### src/rtl/line_follower_pid.sv
// -----------------------------------------------------------------------------
// line_follower_pid
//   Clocked line follower: classifies the three LFA sensor samples with
//   hysteresis, runs an IDLE/FOLLOW/NODE_TURN/LOST state machine with
//   debounce, and closes a signed saturating PID loop that sets the motor
//   direction bits and per-wheel duty cycles for the PWM generators.
//
// Ports
//   clk_50M        system clock
//   reset          synchronous, active-high; overrides every other input
//   enable         run control; low forces IDLE with motors off
//   sample_valid   one-cycle strobe: left/middle/right carry a new sample
//   left/middle/right  ADC samples (ADC_W bits, unsigned)
//   m1_a, m1_b     left motor direction  (1,0 forward / 0,1 reverse)
//   m2_a, m2_b     right motor direction (same encoding)
//   dc1, dc2       left / right wheel duty, 0 .. 2^DUTY_W-1
//   node_count     nodes detected, wraps modulo 2^CNT_W
//   node_pulse     one-cycle pulse when a node is declared
//   state          IDLE=0, FOLLOW=1, NODE_TURN=2, LOST=3
// -----------------------------------------------------------------------------
module line_follower_pid #(
  parameter int ADC_W         = 12,
  parameter int DUTY_W        = 4,
  parameter int HI_TH         = 1200,
  parameter int LO_TH         = 700,
  parameter int BASE_DUTY     = 7,
  parameter int KP            = 1,
  parameter int KI            = 1,
  parameter int KD            = 2,
  parameter int I_LIM         = 4,
  parameter int NODE_DEBOUNCE = 2,
  parameter int LOST_SAMPLES  = 4,
  parameter int TURN_SAMPLES  = 8,
  parameter int TURN_FAST     = 10,
  parameter int TURN_SLOW     = 2,
  parameter int CNT_W         = 4
) (
  input  logic              clk_50M,
  input  logic              reset,
  input  logic              enable,
  input  logic              sample_valid,
  input  logic [ADC_W-1:0]  left,
  input  logic [ADC_W-1:0]  middle,
  input  logic [ADC_W-1:0]  right,
  output logic              m1_a,
  output logic              m1_b,
  output logic              m2_a,
  output logic              m2_b,
  output logic [DUTY_W-1:0] dc1,
  output logic [DUTY_W-1:0] dc2,
  output logic [CNT_W-1:0]  node_count,
  output logic              node_pulse,
  output logic [2:0]        state
);

  // Arithmetic width for the PID terms: wide enough that nothing wraps
  // before the final saturation to the duty range.
  localparam int CW = DUTY_W + 8;

  localparam logic [ADC_W-1:0]     HI_T   = ADC_W'(HI_TH);
  localparam logic [ADC_W-1:0]     LO_T   = ADC_W'(LO_TH);
  localparam logic signed [CW-1:0] KP_S   = CW'(KP);
  localparam logic signed [CW-1:0] KI_S   = CW'(KI);
  localparam logic signed [CW-1:0] KD_S   = CW'(KD);
  localparam logic signed [CW-1:0] ILIM_S = CW'(I_LIM);
  localparam logic signed [CW-1:0] BASE_S = CW'(BASE_DUTY);
  localparam logic signed [CW-1:0] DMAX_S = CW'((1 << DUTY_W) - 1);
  localparam logic [DUTY_W-1:0]    FAST   = DUTY_W'(TURN_FAST);
  localparam logic [DUTY_W-1:0]    SLOW   = DUTY_W'(TURN_SLOW);
  localparam logic [DUTY_W-1:0]    BASE   = DUTY_W'(BASE_DUTY);

  // Drive patterns {m1_a, m1_b, m2_a, m2_b}
  localparam logic [3:0] DRV_OFF   = 4'b0000;
  localparam logic [3:0] DRV_FWD   = 4'b1010;
  localparam logic [3:0] DRV_RIGHT = 4'b1001;  // left fwd, right rev
  localparam logic [3:0] DRV_LEFT  = 4'b0110;  // left rev, right fwd

  typedef enum logic [2:0] {
    S_IDLE   = 3'd0,
    S_FOLLOW = 3'd1,
    S_TURN   = 3'd2,
    S_LOST   = 3'd3
  } state_t;

  state_t                  state_q, state_d;
  logic [2:0]              sens_q, sens_d, sens_new;
  logic signed [3:0]       prev_err_q, prev_err_d, err;
  logic signed [CW-1:0]    integ_q, integ_d;
  logic                    last_dir_q, last_dir_d;  // 1 = +1 (line to the right)
  logic [7:0]              on_cnt_q, on_cnt_d, off_cnt_q, off_cnt_d;
  logic [7:0]              turn_cnt_q, turn_cnt_d;
  logic [CNT_W-1:0]        node_count_q, node_count_d;
  logic                    node_pulse_q, node_pulse_d;
  logic [3:0]              drive_q, drive_d;
  logic [DUTY_W-1:0]       dc1_q, dc1_d, dc2_q, dc2_d;
  logic                    do_follow, spin_dir, turn_done;

  logic signed [CW-1:0]    err_x, prev_x, integ_sum, integ_new, corr;
  logic [DUTY_W-1:0]       pid_dc1, pid_dc2;

  function automatic logic sense(input logic [ADC_W-1:0] s, input logic prev);
    if (s > HI_T) return 1'b1;
    if (s < LO_T) return 1'b0;
    return prev;  // dead band keeps the previous classification
  endfunction

  function automatic logic signed [3:0] line_err(input logic [2:0] p,
                                                 input logic signed [3:0] prev);
    case (p)
      3'b100:  return -4'sd2;
      3'b110:  return -4'sd1;
      3'b011:  return 4'sd1;
      3'b001:  return 4'sd2;
      3'b000:  return prev;  // no line seen: keep steering the same way
      default: return 4'sd0;  // 010, 101, 111
    endcase
  endfunction

  function automatic logic [7:0] sat_inc(input logic [7:0] v);
    return (v == 8'hFF) ? v : v + 8'd1;
  endfunction

  function automatic logic [DUTY_W-1:0] sat_duty(input logic signed [CW-1:0] v);
    if (v < 0) return '0;
    if (v > DMAX_S) return '1;
    return v[DUTY_W-1:0];
  endfunction

  // PID datapath for the sample being strobed in
  assign sens_new  = {sense(left,   sens_q[2]),
                      sense(middle, sens_q[1]),
                      sense(right,  sens_q[0])};
  assign err       = line_err(sens_new, prev_err_q);
  assign err_x     = {{(CW-4){err[3]}}, err};
  assign prev_x    = {{(CW-4){prev_err_q[3]}}, prev_err_q};
  assign integ_sum = integ_q + KI_S * err_x;
  assign integ_new = (integ_sum > ILIM_S)  ? ILIM_S  :
                     (integ_sum < -ILIM_S) ? -ILIM_S : integ_sum;
  assign corr      = KP_S * err_x + KD_S * (err_x - prev_x) + integ_new;
  assign pid_dc1   = sat_duty(BASE_S + corr);
  assign pid_dc2   = sat_duty(BASE_S - corr);
  assign turn_done = (int'(turn_cnt_q) + 1 >= TURN_SAMPLES) &&
                     (sens_new == 3'b010 || sens_new == 3'b011 || sens_new == 3'b110);

  // NOTE: every signal written here gets a default first, so no path can
  // leave one unassigned and infer a latch.
  always_comb begin
    state_d      = state_q;
    sens_d       = sens_q;
    prev_err_d   = prev_err_q;
    integ_d      = integ_q;
    last_dir_d   = last_dir_q;
    on_cnt_d     = on_cnt_q;
    off_cnt_d    = off_cnt_q;
    turn_cnt_d   = turn_cnt_q;
    node_count_d = node_count_q;
    node_pulse_d = 1'b0;
    drive_d      = drive_q;
    dc1_d        = dc1_q;
    dc2_d        = dc2_q;
    do_follow    = 1'b0;
    spin_dir     = last_dir_q;

    // enable low acts on every cycle, not only on strobes
    if (!enable) begin
      state_d    = S_IDLE;
      drive_d    = DRV_OFF;
      dc1_d      = '0;
      dc2_d      = '0;
      integ_d    = '0;
      prev_err_d = '0;
      on_cnt_d   = '0;
      off_cnt_d  = '0;
      turn_cnt_d = '0;
    end else if (sample_valid) begin
      sens_d = sens_new;
      case (state_q)
        S_IDLE, S_FOLLOW: do_follow = 1'b1;
        S_TURN: begin
          if (turn_done) begin
            do_follow = 1'b1;
          end else begin
            turn_cnt_d = sat_inc(turn_cnt_q);
            drive_d    = DRV_RIGHT;
            dc1_d      = FAST;
            dc2_d      = SLOW;
          end
        end
        S_LOST: begin
          if (|sens_new) begin
            // Reacquired: restart the loop from a clean state at base duty
            state_d    = S_FOLLOW;
            prev_err_d = '0;
            integ_d    = '0;
            drive_d    = DRV_FWD;
            dc1_d      = BASE;
            dc2_d      = BASE;
          end else begin
            drive_d = spin_dir ? DRV_RIGHT : DRV_LEFT;
            dc1_d   = spin_dir ? FAST : SLOW;
            dc2_d   = spin_dir ? SLOW : FAST;
          end
        end
        default: state_d = S_IDLE;
      endcase

      if (do_follow) begin
        state_d    = S_FOLLOW;
        drive_d    = DRV_FWD;
        dc1_d      = pid_dc1;
        dc2_d      = pid_dc2;
        prev_err_d = err;
        integ_d    = integ_new;
        if (err != 4'sd0) last_dir_d = ~err[3];
        spin_dir   = last_dir_d;

        if (sens_new == 3'b111) begin
          off_cnt_d = '0;
          on_cnt_d  = sat_inc(on_cnt_q);
          if (int'(on_cnt_q) + 1 >= NODE_DEBOUNCE) begin
            state_d      = S_TURN;
            on_cnt_d     = '0;
            turn_cnt_d   = '0;
            node_count_d = node_count_q + CNT_W'(1);
            node_pulse_d = 1'b1;
            integ_d      = '0;
            drive_d      = DRV_RIGHT;
            dc1_d        = FAST;
            dc2_d        = SLOW;
          end
        end else if (sens_new == 3'b000) begin
          on_cnt_d  = '0;
          off_cnt_d = sat_inc(off_cnt_q);
          if (int'(off_cnt_q) + 1 >= LOST_SAMPLES) begin
            state_d   = S_LOST;
            off_cnt_d = '0;
            integ_d   = '0;
            drive_d   = spin_dir ? DRV_RIGHT : DRV_LEFT;
            dc1_d     = spin_dir ? FAST : SLOW;
            dc2_d     = spin_dir ? SLOW : FAST;
          end
        end else begin
          on_cnt_d  = '0;
          off_cnt_d = '0;
        end
      end
    end
  end

  // NOTE: sequential state uses non-blocking assignments so every register
  // samples the pre-edge values and simulation matches the synthesized flops.
  always_ff @(posedge clk_50M) begin
    if (reset) begin
      state_q      <= S_IDLE;
      sens_q       <= '0;
      prev_err_q   <= '0;
      integ_q      <= '0;
      last_dir_q   <= 1'b1;
      on_cnt_q     <= '0;
      off_cnt_q    <= '0;
      turn_cnt_q   <= '0;
      node_count_q <= '0;
      node_pulse_q <= 1'b0;
      drive_q      <= DRV_OFF;
      dc1_q        <= '0;
      dc2_q        <= '0;
    end else begin
      state_q      <= state_d;
      sens_q       <= sens_d;
      prev_err_q   <= prev_err_d;
      integ_q      <= integ_d;
      last_dir_q   <= last_dir_d;
      on_cnt_q     <= on_cnt_d;
      off_cnt_q    <= off_cnt_d;
      turn_cnt_q   <= turn_cnt_d;
      node_count_q <= node_count_d;
      node_pulse_q <= node_pulse_d;
      drive_q      <= drive_d;
      dc1_q        <= dc1_d;
      dc2_q        <= dc2_d;
    end
  end

  assign {m1_a, m1_b, m2_a, m2_b} = drive_q;
  assign dc1        = dc1_q;
  assign dc2        = dc2_q;
  assign node_count = node_count_q;
  assign node_pulse = node_pulse_q;
  assign state      = state_q;

endmodule
### config.mk
export PLATFORM = sky130hd
export DESIGN_NAME = line_follower_pid
export DESIGN_NICKNAME = d
export VERILOG_FILES = /design/src/rtl/line_follower_pid.sv
export SDC_FILE = /design/constraint.sdc
export NUM_CORES = 1
export LEC_CHECK = 0
export BUFFER_PORTS_ARGS = -buffer_cell sky130_fd_sc_hd__buf_2
export CAP_MARGIN = 20
export CORE_MARGIN = 2
export CORE_UTILIZATION = 55
export DETAILED_ROUTE_END_ITERATION = 7
export PLACE_DENSITY = 0.76
export SLEW_MARGIN = 20
export SYNTH_ARGS = -nofsm -noshare
export SYNTH_HDL_FRONTEND = slang
export SYNTH_SLANG_ARGS = --single-unit
### constraint.sdc
create_clock -name clk_50M -period 18.7 [get_ports clk_50M]
set_input_delay 0.935 -clock clk_50M [delete_from_list [all_inputs] [get_ports clk_50M]]
set_output_delay 0.935 -clock clk_50M [all_outputs]
set_load 0.02 [all_outputs]
Yosys cells after proc, flatten, opt, wreduce, memory -nomap -nowiden
Cells that the tools add are included.
W data, S select, Z words.

word-level totals
  bits in registers = 64
  memory bits (writable) = 0
  bits in latches = 0
  input bits = 40
  memories = 0
  output and inout bits = 20
  bits in read-only memories = 0
  logic and storage cells = 192

cells by class
  shift operators = 0
  eq/ne operators = 17
  $lt $le $gt $ge = 15
  bitwise logic cells = 5
  add/sub/neg operators = 13
  $mul = 0
  mux-type cells = 107
  div/mod/pow operators = 0
  reductions and logical operators = 22

operators by type and width
  operator                 count
  $mux W4                  37
  $mux W12                 9
  $mux W8                  13
  $gt A12 B11 Y1 const B   3
  $lt A12 B10 Y1 const B   3
  $mux W1                  35
  $add A8 B1 Y9 const B    3
  $add A8 B1 Y8 const B    3
  $eq A8 B8 Y1 const B     3
  $gt A12 B5 Y1 const B    2
  $lt A12 B1 Y1 const B    2
  $pmux W4 S2              3
  $pmux W4 S5              1
  $reduce_and A3 Y1        6
  $add A12 B4 Y12          1
  $add A4 B12 Y12 const A  1
  $add A7 B12 Y12          1
  $eq A3 B2 Y1 const B     4
  $gt A12 B4 Y1 const B    1
  $lt A12 B3 Y1 const B    1
  $sub A4 B12 Y12 const A  1
  $eq A3 B3 Y1 const B     3
  $ge A9 B2 Y1 const B     1
  $ge A9 B3 Y1 const B     1
  other kinds (25)         41

Depth between registers and ports, before layout
Gate-level depths: netlist (run 1).

  depth after elaboration = 22
  mapped depth = 35
  gate-level depth less buffers = 34

Least setup slack after synthesis (run 1)
Ideal clock, no wire load.

  kind = in2reg
  from = input middle[0]
  to = register dc1_q[3] (netlist: dc1[3])
  stages = 33
  setup slack = 10,162 ps
  required time = 18,583 ps
  arrival time = 8,420 ps
  buffers on the path = 2
  setup time = 117 ps
  cells stage by stage = nor4_2 > nand2_1 > a2111o_1 > nand2_1 > a31oi_1 > inv_1 > ha_1 > clkbuf_1 > o21ai_0 > a21oi_1 > nand4_1 > a211o_1 > and4_1 > or2_2 > or3_1 > ha_1 > buf_1 > inv_1 > and2_1 > nand2_1 > fa_1 > inv_1 > ha_1 > fa_1 > a21o_1 > a21oi_1 > xnor2_1 > nand3_1 > o31a_1 > nor4b_1 > o21ai_0 > a21o_1 > a32o_1

between the ends
  longest elaborated chain between the ends = 22
  elaborated cells between the ends (all ways) = 58
  those cells by class = add/sub (5); order compare (6); eq/ne (7); mux (31); bitwise (1); reduce/logical (8)

RTL lines
  what                                        RTL line  source
  start, declared                             43        input logic [ADC_W-1:0] middle,
  $lt A12 B10 Y1                              103       if (s < LO_T) return 1'b0;
  $mux W1 (2 in a row)                        103
  $mux W1                                     104       return prev;
  $mux W1 *                                   103
  $eq A3 B1 Y1, or another cell as far along  109       case (p)
  $pmux W4 S5                                 109
  $add A12 B4 Y12                             136       assign integ_sum = integ_q + KI_S * err_x;
  $lt A12 B3 Y1                               138       (integ_sum < -ILIM_S) ? -ILIM_S : integ_sum;
  [... 4 more ...]                            -
  $gt A12 B5 Y1                               125       if (v > DMAX_S) return '1;
  $mux W1 (2 in a row)                        125
  $mux W4                                     126       return v[DUTY_W-1:0];
  $mux W4                                     125
  $mux W4                                     234       if (int'(off_cnt_q) + 1 >= LOST_SAMPLES) begin
  $mux W4                                     231       end else if (sens_new == 3'b000) begin
  $mux W4                                     217       if (sens_new == 3'b111) begin
  $mux W4                                     207       if (do_follow) begin
  end signal, assigned                        265       dc1_q <= '0;
  end signal, assigned                        279       dc1_q <= dc1_d;
  end, declared                               95        logic [DUTY_W-1:0] dc1_q, dc1_d, dc2_q, dc2_d;

Mark *: on every way between the ends. The rest lies on a longest branch, timed or not. The select of a mux whose other input is x is not followed.
A chain may end at the register's enable or synchronous reset.

Final worst setup path (run 1)
Ends and elaborated chain as after synthesis.

==> impl_metrics.py, run 1 <==
metrics = {
    "drt": {
        "vias": 4869,
        "drt_first_pass_iters": 5,
        "drt.antenna.violating_nets": 0,
        "drtIter0Drc": 219,
        "wl_per_cell_um": 16.2,
        "drc_errors": 0,
        "drt-total-wl_um": 12600,
        "drt-vias-per-instance": 6.24,
    },
    "worst_setup_path": {
        "critPathArrivalTime_ns": 9.66,
        "critPathKind": "input pin to register",
        "critPathCaptureType": "register",
        "crit_end": "dc1[3]",
        "worstPathMaxFanout": 17,
        "r2r_slack_ns": 9.62,
        "crit_slowest_cell": "inv_1",
        "worstSetupStartpointType": "input pin",
        "timing.rr.end": "dc1[3]",
        "required_ns": 18.94,
        "rr_startpoint": "sens_q[1]",
        "cp-startpoint": "middle[0]",
        "r2r_cells": 31,
        "slowest_delay_ns": 0.62,
    },
    "floorplanning": {
        "row_count": 35,
        "die_y_um": 100,
        "die_x_um": 100,
        "core_um2": 9110,
        "ios": 60,
        "dieArea_um2": 10000,
        "initial_core_util_pct": 55.7,
    },
    "sta": {
        "drv_slew": 0,
        "period_share_pct": 50.4,
        "fin_crit_ns": 9.42,
        "maxSlewHeadroom_pct": 41.2,
        "fmax_mhz": 106,
        "worst_pin_slew_ns": 0.876,
        "finalSetupViolations": 0,
        "fin_tns_setup_ns": 0,
        "hold_viol": 0,
        "rsz0062_at_grt": "no",
        "finClkSkew_ns": 0.0115,
    },
    "final_layout": {
        "drive_gt1_share_pct": 14.1,
        "diodes": 0,
        "final_cell_area_um2": 5580,
        "fill_cells": 819,
        "final_nets": 756,
        "utilization_pct": 61.3,
        "area_delta_synth_final_pct": 9.96,
    },
    "clock_network": {
        "ctsResizeCount": 0,
        "clkTransAtPathRegs_ns": 0.08,
        "cts_sinks": 63,
        "cts_made_buffers": 9,
        "clk_latency_ns": 0.36,
        "root_buffer": "clkbuf_8",
        "cts_tree": "done",
        "clockBufferDepth": 2,
        "cts_setup_buffers": 0,
        "htreeDepth": 3,
        "cts_hold_buf": 0,
    },
    "global_routing": {
        "globalRouteTotalUtil_pct": 25.5,
        "overflow": 0,
        "grt_pass1_vias": 4465,
        "antenna_found_initial": 0,
        "grt_max_degree": 36,
        "grt_pass1_wl_um": 20700,
    },
    "place": {
        "placed_area_um2": 5420,
        "port_buffers": 58,
        "hpwl_um": 9680,
        "globalplace.congestion": 0.917,
    },
    "synthesis": {
        "ys_ff_latch": 63,
        "yosysWarnings": 0,
        "synth.avg_cell_area_um2": 8.21,
        "syn_area_um2": 5070,
        "syn-num-nets": 709,
        "synth_cell_types": 83,
        "synth-edff-count": 0,
        "async_flop_share_pct": 0,
        "ys_seq_area_share_pct": 24.9,
        "ys.flop_type": "dfxtp_1",
        "synth_cells": 618,
    },
    "pwr": {
        "p_leak_nw": 2.37,
        "power.density_nw_per_um2": 80.5,
        "ir_drop_mv": 0.0640,
    },
    "run_status": {
        "status": "complete, no violations",
    },
    "job": {
        "maxCapViolations": 0,
    },
    "hold_path": {
        "hp-class": "register to register",
    },
}
-- per-stage QoR --
| step | total power, mW | hold slack (ns) | cells | setup WS (ns) |
|---|---|---|---|---|
| floorplan | 0.301 | 0.441 | 618 | 10.16 |
| global placement | 0.340 | 0.440 | 765 | 9.36 |
| detailed placement | 0.345 | 0.447 | 765 | 9.06 |
| CTS | 0.448 | 0.458 | 780 | 9.34 |
| global route | 0.481 | 0.498 | 780 | 8.64 |
| finish | 0.449 | 0.454 | 780 | 9.28 |
-- sequential cells by signal, summed over array words and instances, names as in the netlist, 3 cells and up --
name and cells:
node_count 4, dc1 4, turn_cnt_q 8, prev_err_q 4, dc2 4, off_cnt_q 8, sens_q 3, integ_q 12
on_cnt_q 8, drive_q 4
-- synthesized netlist by cell type (4+ instances only) --
cell type,n,share of area (%)
nor3_1,20,2.0
clkbuf_1,19,1.4
o211ai_1,13,1.9
mux2i_1,4,0.79
nor2b_1,9,1.1
o21ai_0,25,2.5
and2_1,5,0.62
xor2_1,10,1.7
fa_1,13,5.1
a21oi_1,48,4.7
nand4_1,7,0.86
nand2_1,37,2.7
inv_1,39,2.9
ha_1,38,9.4
a22oi_1,13,1.9
nand2b_1,4,0.49
a31oi_1,9,1.1
and3_1,21,2.6
a21o_1,10,1.5
a211oi_1,11,1.6
nor4_1,6,0.74
nor2_1,60,4.4
nand3b_1,4,0.59
a211o_1,6,1.0
dfxtp_1,63,25
nand3_1,12,1.2
xnor2_1,13,2.2
and3b_1,4,0.69
or3_1,5,0.62
o21a_1,11,1.6
-- where the power goes --
part / switching (mW) / internal [mW]
Combinational: 0.123 / 0.0802
Sequential: 0.00289 / 0.138
Clock: 0.0576 / 0.0473
Total: 0.184 / 0.265
-- area by class of cell --
cell class              count  area [um^2]  share of cell area (%)
repair buffers             60          305                    5.47
clock inverters             5         36.3                   0.650
inverters                  40          150                    2.69
flip-flops and latches     63         1260                    22.6
multi-input cells         491         3560                    63.8
well taps                 111          139                    2.49
clock buffers              10          128                    2.29
-- worst min-delay path by stage --
stage	start	endpoint	slack, ns	cells past startpoint
2_1_floorplan	integ_q[10]	integ_q[10]	0.44	2
3_3_place_gp	drive_q[3]	drive_q[3]	0.44	2
3_5_place_dp	drive_q[3]	drive_q[3]	0.45	2
4_1_cts	drive_q[3]	drive_q[3]	0.46	2
5_1_grt	integ_q[10]	integ_q[10]	0.50	2
6_report	drive_q[3]	drive_q[3]	0.45	2
-- routing by layer --
metal / vias to the layer above / global-route usage, % / wire (um)
li1: 2384 / - / -
met1: 2321 / 33.5 / 5770
met2: 136 / 42.5 / 6070
met3: 28 / 4.04 / 531
met4: 0 / 9.17 / 250
met5: - / 0 / 0
-- cell families (layout without fill, tap and decap cells) --
kind of cell / after synthesis / in the layout / share of synthesized area [%]
simple gates: 213 / 213 / 21.8
fa+ha+maj: 51 / 51 / 14.5
xor+xnor: 26 / 26 / 5.23
buf+inv: 64 / 115 / 4.98
mux: 5 / 5 / 1.01
other cells: 1 / 1 / 0.0739
compound gates: 195 / 195 / 27.6
flops: 63 / 63 / 24.9
-- placed cells by master (no fill, tap or decap), types with 13 or more instances in the layout --
master / synthesis / layout
ha_1: 38 / 38
xnor2_1: 13 / 13
nand2_1: 37 / 37
o21ai_0: 25 / 25
dfxtp_1: 63 / 63
nor2_1: 60 / 60
a21oi_1: 48 / 48
a22oi_1: 13 / 13
nor3_1: 20 / 20
fa_1: 13 / 13
o211ai_1: 13 / 13
and3_1: 21 / 21
inv_1: 39 / 39
buf_2: 1 / 58
-- worst max-delay path, delay by kind of cell --
family | cells | cell delay [ns]
compound gates | 12 | 3.12
fa+ha+maj | 5 | 1.99
simple gates | 11 | 2.68
buf+inv | 4 | 0.91
No activity file was read; power rests on OpenSTA's default activity.
==> run 2: changes to the inputs <==
Settings changed: ABC_AREA set to 1, PLACE_DENSITY 0.76 to 0.78.
Clock period 18.7 ns to 8.1 ns, I/O delays scaled along.
==> impl_metrics.py, run 2 <==
metrics = {
    "worst_setup_path": {
        "critPathArrivalTime_ns": 7.44,
        "required_ns": 8.33,
        "slowest_delay_ns": 0.55,
        "critPathKind": "register to register",
        "critPathCaptureType": "register",
        "crit_slowest_cell": "fa_1",
        "crit_top_cell": "nand2_1",
        "worstPathMaxFanout": 7,
        "worstSetupStartpointType": "register",
    },
    "synthesis": {
        "yosysWarnings": 0,
        "synth_top_family_by_area": "simple AND/OR/NAND/NOR gates",
        "synth-simple-area-share_pct": 32.5,
        "async_flop_share_pct": 0,
        "ys_ff_latch": 63,
        "synthTopCellsByCount": "208 x nand2_1, 145 x inv_1, 63 x dfxtp_1",
        "synthMuxAreaShare_pct": 0,
        "yosys.area_share.adder_pct": 13.3,
        "synth_compound_area_share_pct": 13.9,
        "synth-edff-count": 0,
        "synth.area.top_cells": "dfxtp_1 23%, nand2_1 14%, inv_1 9.8%",
        "synth_cells": 838,
        "syn-num-nets": 929,
        "syn_area_um2": 5540,
        "ys.flop_type": "dfxtp_1",
        "synth_xor_area_share_pct": 5.49,
        "yosys.area.top_type": "dfxtp_1",
        "synth_top_area_share_pct": 22.8,
        "yosysMostFrequentCell": "nand2_1",
        "ys_seq_area_share_pct": 22.8,
        "synth.avg_cell_area_um2": 6.61,
        "synth_cell_types": 53,
    },
    "hold_path": {
        "hp-class": "input pin to register",
    },
    "clock_network": {
        "cts_tree": "done",
        "clockBufferDepth": 2,
        "cts_sinks": 63,
        "cts_made_buffers": 9,
        "htreeDepth": 3,
        "cts_setup_buffers": 0,
        "clk_latency_ns": 0.35,
        "ctsResizeCount": 0,
        "root_buffer": "clkbuf_8",
        "clkTransAtPathRegs_ns": 0.07,
        "cts_hold_buf": 0,
    },
    "final_layout": {
        "final_nets": 987,
        "area_delta_synth_final_pct": 11.9,
        "diodes": 0,
        "final_cell_area_um2": 6200,
        "mostFrequentLayoutCells": "208 x nand2_1, 145 x inv_1, 63 x dfxtp_1, 58 x a21oi_1, 58 x buf_2",
        "final_common_cell": "nand2_1",
        "regMostFlops": "integ_q",
        "fill_cells": 899,
        "utilization_pct": 63.5,
        "drive_gt1_share_pct": 16.9,
        "largest_reg_flops": 12,
    },
    "floorplanning": {
        "row_count": 36,
        "initial_core_util_pct": 56.7,
        "die_x_um": 104,
        "core_um2": 9770,
        "dieArea_um2": 10900,
        "ios": 60,
        "die_y_um": 104,
    },
    "sta": {
        "fmax_mhz": 139,
        "hold_viol": 0,
        "drv_slew": 0,
        "finClkSkew_ns": 0.0117,
        "fin_crit_ns": 7.22,
        "period_share_pct": 89.1,
        "rsz0062_at_grt": "no",
        "finalSetupViolations": 0,
        "maxSlewHeadroom_pct": 40.7,
        "fin_tns_setup_ns": 0,
        "worst_pin_slew_ns": 0.884,
    },
    "job": {
        "maxCapViolations": 0,
    },
    "global_routing": {
        "grt_pass1_vias": 4881,
        "grt_pass1_wl_um": 22100,
        "overflow": 0,
        "antenna_found_initial": 0,
        "globalRouteTotalUtil_pct": 24.3,
        "grt_max_degree": 35,
    },
    "pwr": {
        "power.density_nw_per_um2": 191,
        "power_mw": 1.19,
        "p_leak_nw": 3.22,
        "ir_drop_mv": 0.0999,
    },
    "place": {
        "port_buffers": 58,
        "hpwl_um": 9780,
        "globalplace.congestion": 0.938,
        "placed_area_um2": 5950,
    },
    "drt": {
        "vias": 5284,
        "drt-vias-per-instance": 5.11,
        "drt.antenna.violating_nets": 0,
        "drtIter0Drc": 337,
        "drt-total-wl_um": 12800,
        "wl_per_cell_um": 12.4,
        "drt_first_pass_iters": 5,
        "drc_errors": 0,
    },
    "run_status": {
        "status": "complete, no violations",
    },
}
## run 2: cell count changes in the layout (fill, tap and decap cells not counted), moves of 12 or more
cell	delta
nand2_1	+171
and3_1	-20
nand3_2	+12
o21ai_0	+16
nand3_1	+34
inv_1	+106
nand2_2	+19
nor3_1	-15
inv_2	+14
a22oi_1	-13
## run 2: stage by stage
| stage | cells | hold WS [ns] | setup slack, ns |
|---|---|---|---|
| 6_report | 1034 | 0.265 | 0.884 |
| 5_1_grt | 1034 | 0.277 | 0.0901 |
| 4_1_cts | 1033 | 0.253 | 0.881 |
| 3_5_place_dp | 1017 | 0.436 | 0.774 |
| 3_3_place_gp | 1017 | 0.433 | 0.937 |
| 2_1_floorplan | 838 | 0.418 | 1.58 |
## run 2: per-layer routing
| metal | part of all wire (%) | global-route usage, % |
|---|---|---|
| met3 | 5.0 | 3.26 |
| met1 | 47 | 32.3 |
| met2 | 47 | 41.0 |
| met4 | 1.3 | 6.95 |
| met5 | 0 | 0 |
## run 2: critical path, delay by kind of cell (launching register included)
family,cells,cell delay [ns]
xor+xnor,1,0.27
simple gates,22,2.60
compound gates,6,0.92
buf+inv,7,0.76
flops,1,0.35
fa+ha+maj,6,2.17
## run 2: layout make-up
type                    instances  area, um^2  area share [%]
clock buffers                  10         138            2.22
clock inverters                 6        92.6            1.49
inverters                     161         604            9.74
multi-input cells             601        3620            58.3
flip-flops and latches         63        1260            20.3
well taps                     133         166            2.68
repair buffers                 60         325            5.24
## run 2: final timing paths
| path | start | slack (ns) | to | cells past startpoint |
|---|---|---|---|---|
| worst max-delay path | sens_q[2] | 0.88 | dc1[3] | 42 |
| worst min-delay path | reset | 0.26 | node_pulse | 2 |
| worst max register to register | sens_q[2] | 0.88 | dc1[3] | 42 |
| worst min register to register | on_cnt_q[4] | 0.45 | on_cnt_q[4] | 2 |
## run 2: where the power goes
| part | leakage, nW | internal (mW) | switching, mW |
|---|---|---|---|
| clock | 0.109 | 0.183 | 0.136 |
| combinational | 2.60 | 0.192 | 0.351 |
| sequential | 0.511 | 0.318 | 0.00653 |
## run 2: cell families (layout without fill, tap and decap cells)
logic type	count (synthesis)	after routing
flip-flops	63	63
other	1	1
buffers and inverters	174	237
adder cells (fa/ha/maj)	51	51
AND/OR/NAND/NOR	387	387
XOR/XNOR	27	27
AO/OA/AOI/OAI	135	135
==> run 3: changes to the inputs <==
Settings changed: CORE_UTILIZATION 55 to 48, PLACE_DENSITY 0.78 to 0.7.
==> impl_metrics.py, run 3 (synthesis gave the netlist of run 2 again) <==
metrics = {
    "drt": {
        "drc_errors": 0,
        "drt-vias-per-instance": 4.97,
        "drt_first_pass_iters": 4,
        "vias": 5195,
        "drtIter0Drc": 252,
        "wl_per_cell_um": 12.2,
        "drt-total-wl_um": 12700,
        "drt.antenna.violating_nets": 0,
    },
    "pwr": {
        "p_sw_mw": 0.502,
        "p_seq_share_pct": 25.3,
        "power.density_nw_per_um2": 204,
        "intPower_mw": 0.786,
        "swShare_pct": 39.0,
        "combPwrFrac_pct": 41.3,
        "ir_drop_mv": 0.218,
        "p_leak_nw": 3.27,
        "clkPwrFrac_pct": 33.4,
    },
    "floorplanning": {
        "initial_core_util_pct": 49.0,
        "dieArea_um2": 12400,
        "row_count": 39,
        "die_x_um": 111,
        "die_y_um": 111,
        "core_um2": 11300,
        "ios": 60,
    },
    "place": {
        "placed_area_um2": 5970,
        "globalplace.congestion": 0.859,
        "place_inst": 1028,
        "port_buffers": 58,
        "hpwl_um": 9820,
    },
    "final_layout": {
        "largest_reg_flops": 12,
        "drive_gt1_share_pct": 17.0,
        "mostFrequentLayoutCells": "208 x nand2_1, 145 x inv_1, 63 x dfxtp_1, 58 x a21oi_1, 58 x buf_2",
        "area_delta_synth_final_pct": 14.1,
        "diodes": 0,
        "final_cells": 1045,
        "regMostFlops": "integ_q",
        "final_cell_area_um2": 6320,
        "final_nets": 988,
        "fill_cells": 1115,
        "final_common_cell": "nand2_1",
    },
    "worst_setup_path": {
        "crit_slowest_cell": "fa_1",
        "critPathArrivalTime_ns": 7.44,
        "slowest_delay_ns": 0.55,
        "path_depth": 41,
        "crit_end": "dc2[1]",
        "critPathTopFamily": "simple AND/OR/NAND/NOR gates",
        "worstPathMaxFanout": 7,
        "worstSetupStartpointType": "register",
        "critPathKind": "register to register",
        "r2r_cells": 41,
        "r2r_slack_ns": 0.87,
        "required_ns": 8.30,
        "critPathBufInv": 7,
        "cp-startpoint": "sens_q[2]",
        "rr_startpoint": "sens_q[2]",
        "critPathCaptureType": "register",
        "timing.rr.end": "dc2[1]",
    },
    "clock_network": {
        "root_buffer": "clkbuf_16",
        "clkTransAtPathRegs_ns": 0.06,
        "cts_setup_buffers": 0,
        "ctsResizeCount": 0,
        "cts_sinks": 63,
        "htreeDepth": 3,
        "cts_made_buffers": 9,
        "clk_latency_ns": 0.33,
        "cts_tree": "done",
        "cts_hold_buf": 0,
        "clockBufferDepth": 2,
    },
    "global_routing": {
        "globalRouteTotalUtil_pct": 21.5,
        "antenna_found_initial": 0,
        "overflow": 0,
        "grt_max_degree": 35,
        "grt_pass1_vias": 4856,
        "grt_pass1_wl_um": 22400,
    },
    "sta": {
        "fin_crit_ns": 7.23,
        "rsz0062_at_grt": "no",
        "finClkSkew_ns": 0.00519,
        "hold_viol": 0,
        "period_share_pct": 89.3,
        "finalSetupViolations": 0,
        "drv_slew": 0,
        "fin_tns_setup_ns": 0,
        "worst_pin_slew_ns": 0.586,
        "hold_slack_ns": 0.296,
        "fmax_mhz": 138,
        "maxSlewHeadroom_pct": 60.8,
    },
    "hold_path": {
        "hp-class": "input pin to register",
    },
    "run_status": {
        "status": "complete, no violations",
    },
    "job": {
        "maxCapViolations": 0,
    },
}
run 3: power by group through the flow:
stage	logic (mW)	registers (mW)	clock network, mW
global route	0.608	0.326	0.453
global placement	0.526	0.332	0
finish	0.531	0.325	0.430
detailed placement	0.529	0.332	0
CTS	0.532	0.325	0.435
floorplan	0.424	0.336	0
run 3: worst min path at each step:
stage,slack (ns),depth (start not counted),end,startpoint
finish,0.30,2,node_pulse,reset
global route,0.31,2,node_pulse,reset
CTS,0.29,2,node_pulse,reset
detailed placement,0.44,2,on_cnt_q[4],on_cnt_q[4]
global placement,0.43,2,on_cnt_q[4],on_cnt_q[4]
floorplan,0.42,2,on_cnt_q[4],on_cnt_q[4]
run 3: cell type report:
class	count	area [um^2]	area share [%]
multi-input cells	601	3620	57.2
flip-flops and latches	63	1260	19.9
inverters	161	604	9.56
repair buffers	61	333	5.26
clock buffers	9	225	3.56
well taps	143	179	2.83
clock inverters	7	104	1.64
run 3: layer usage:
layer	vias to the layer above	wire length, um	track usage [%]
met5	-	0	0
met4	0	165	5.35
met3	15	511	4.19
met2	80	5910	35.7
met1	2305	6150	29.0
li1	2795	-	-
run 3: metrics by stage:
stage,worst slack [ns],util (%),power (mW)
CTS,0.882,55.6,1.29
finish,0.866,55.8,1.29
global route,0.239,55.8,1.39
detailed placement,0.703,52.7,0.861
floorplan,1.58,-,0.760
global placement,0.943,52.7,0.858
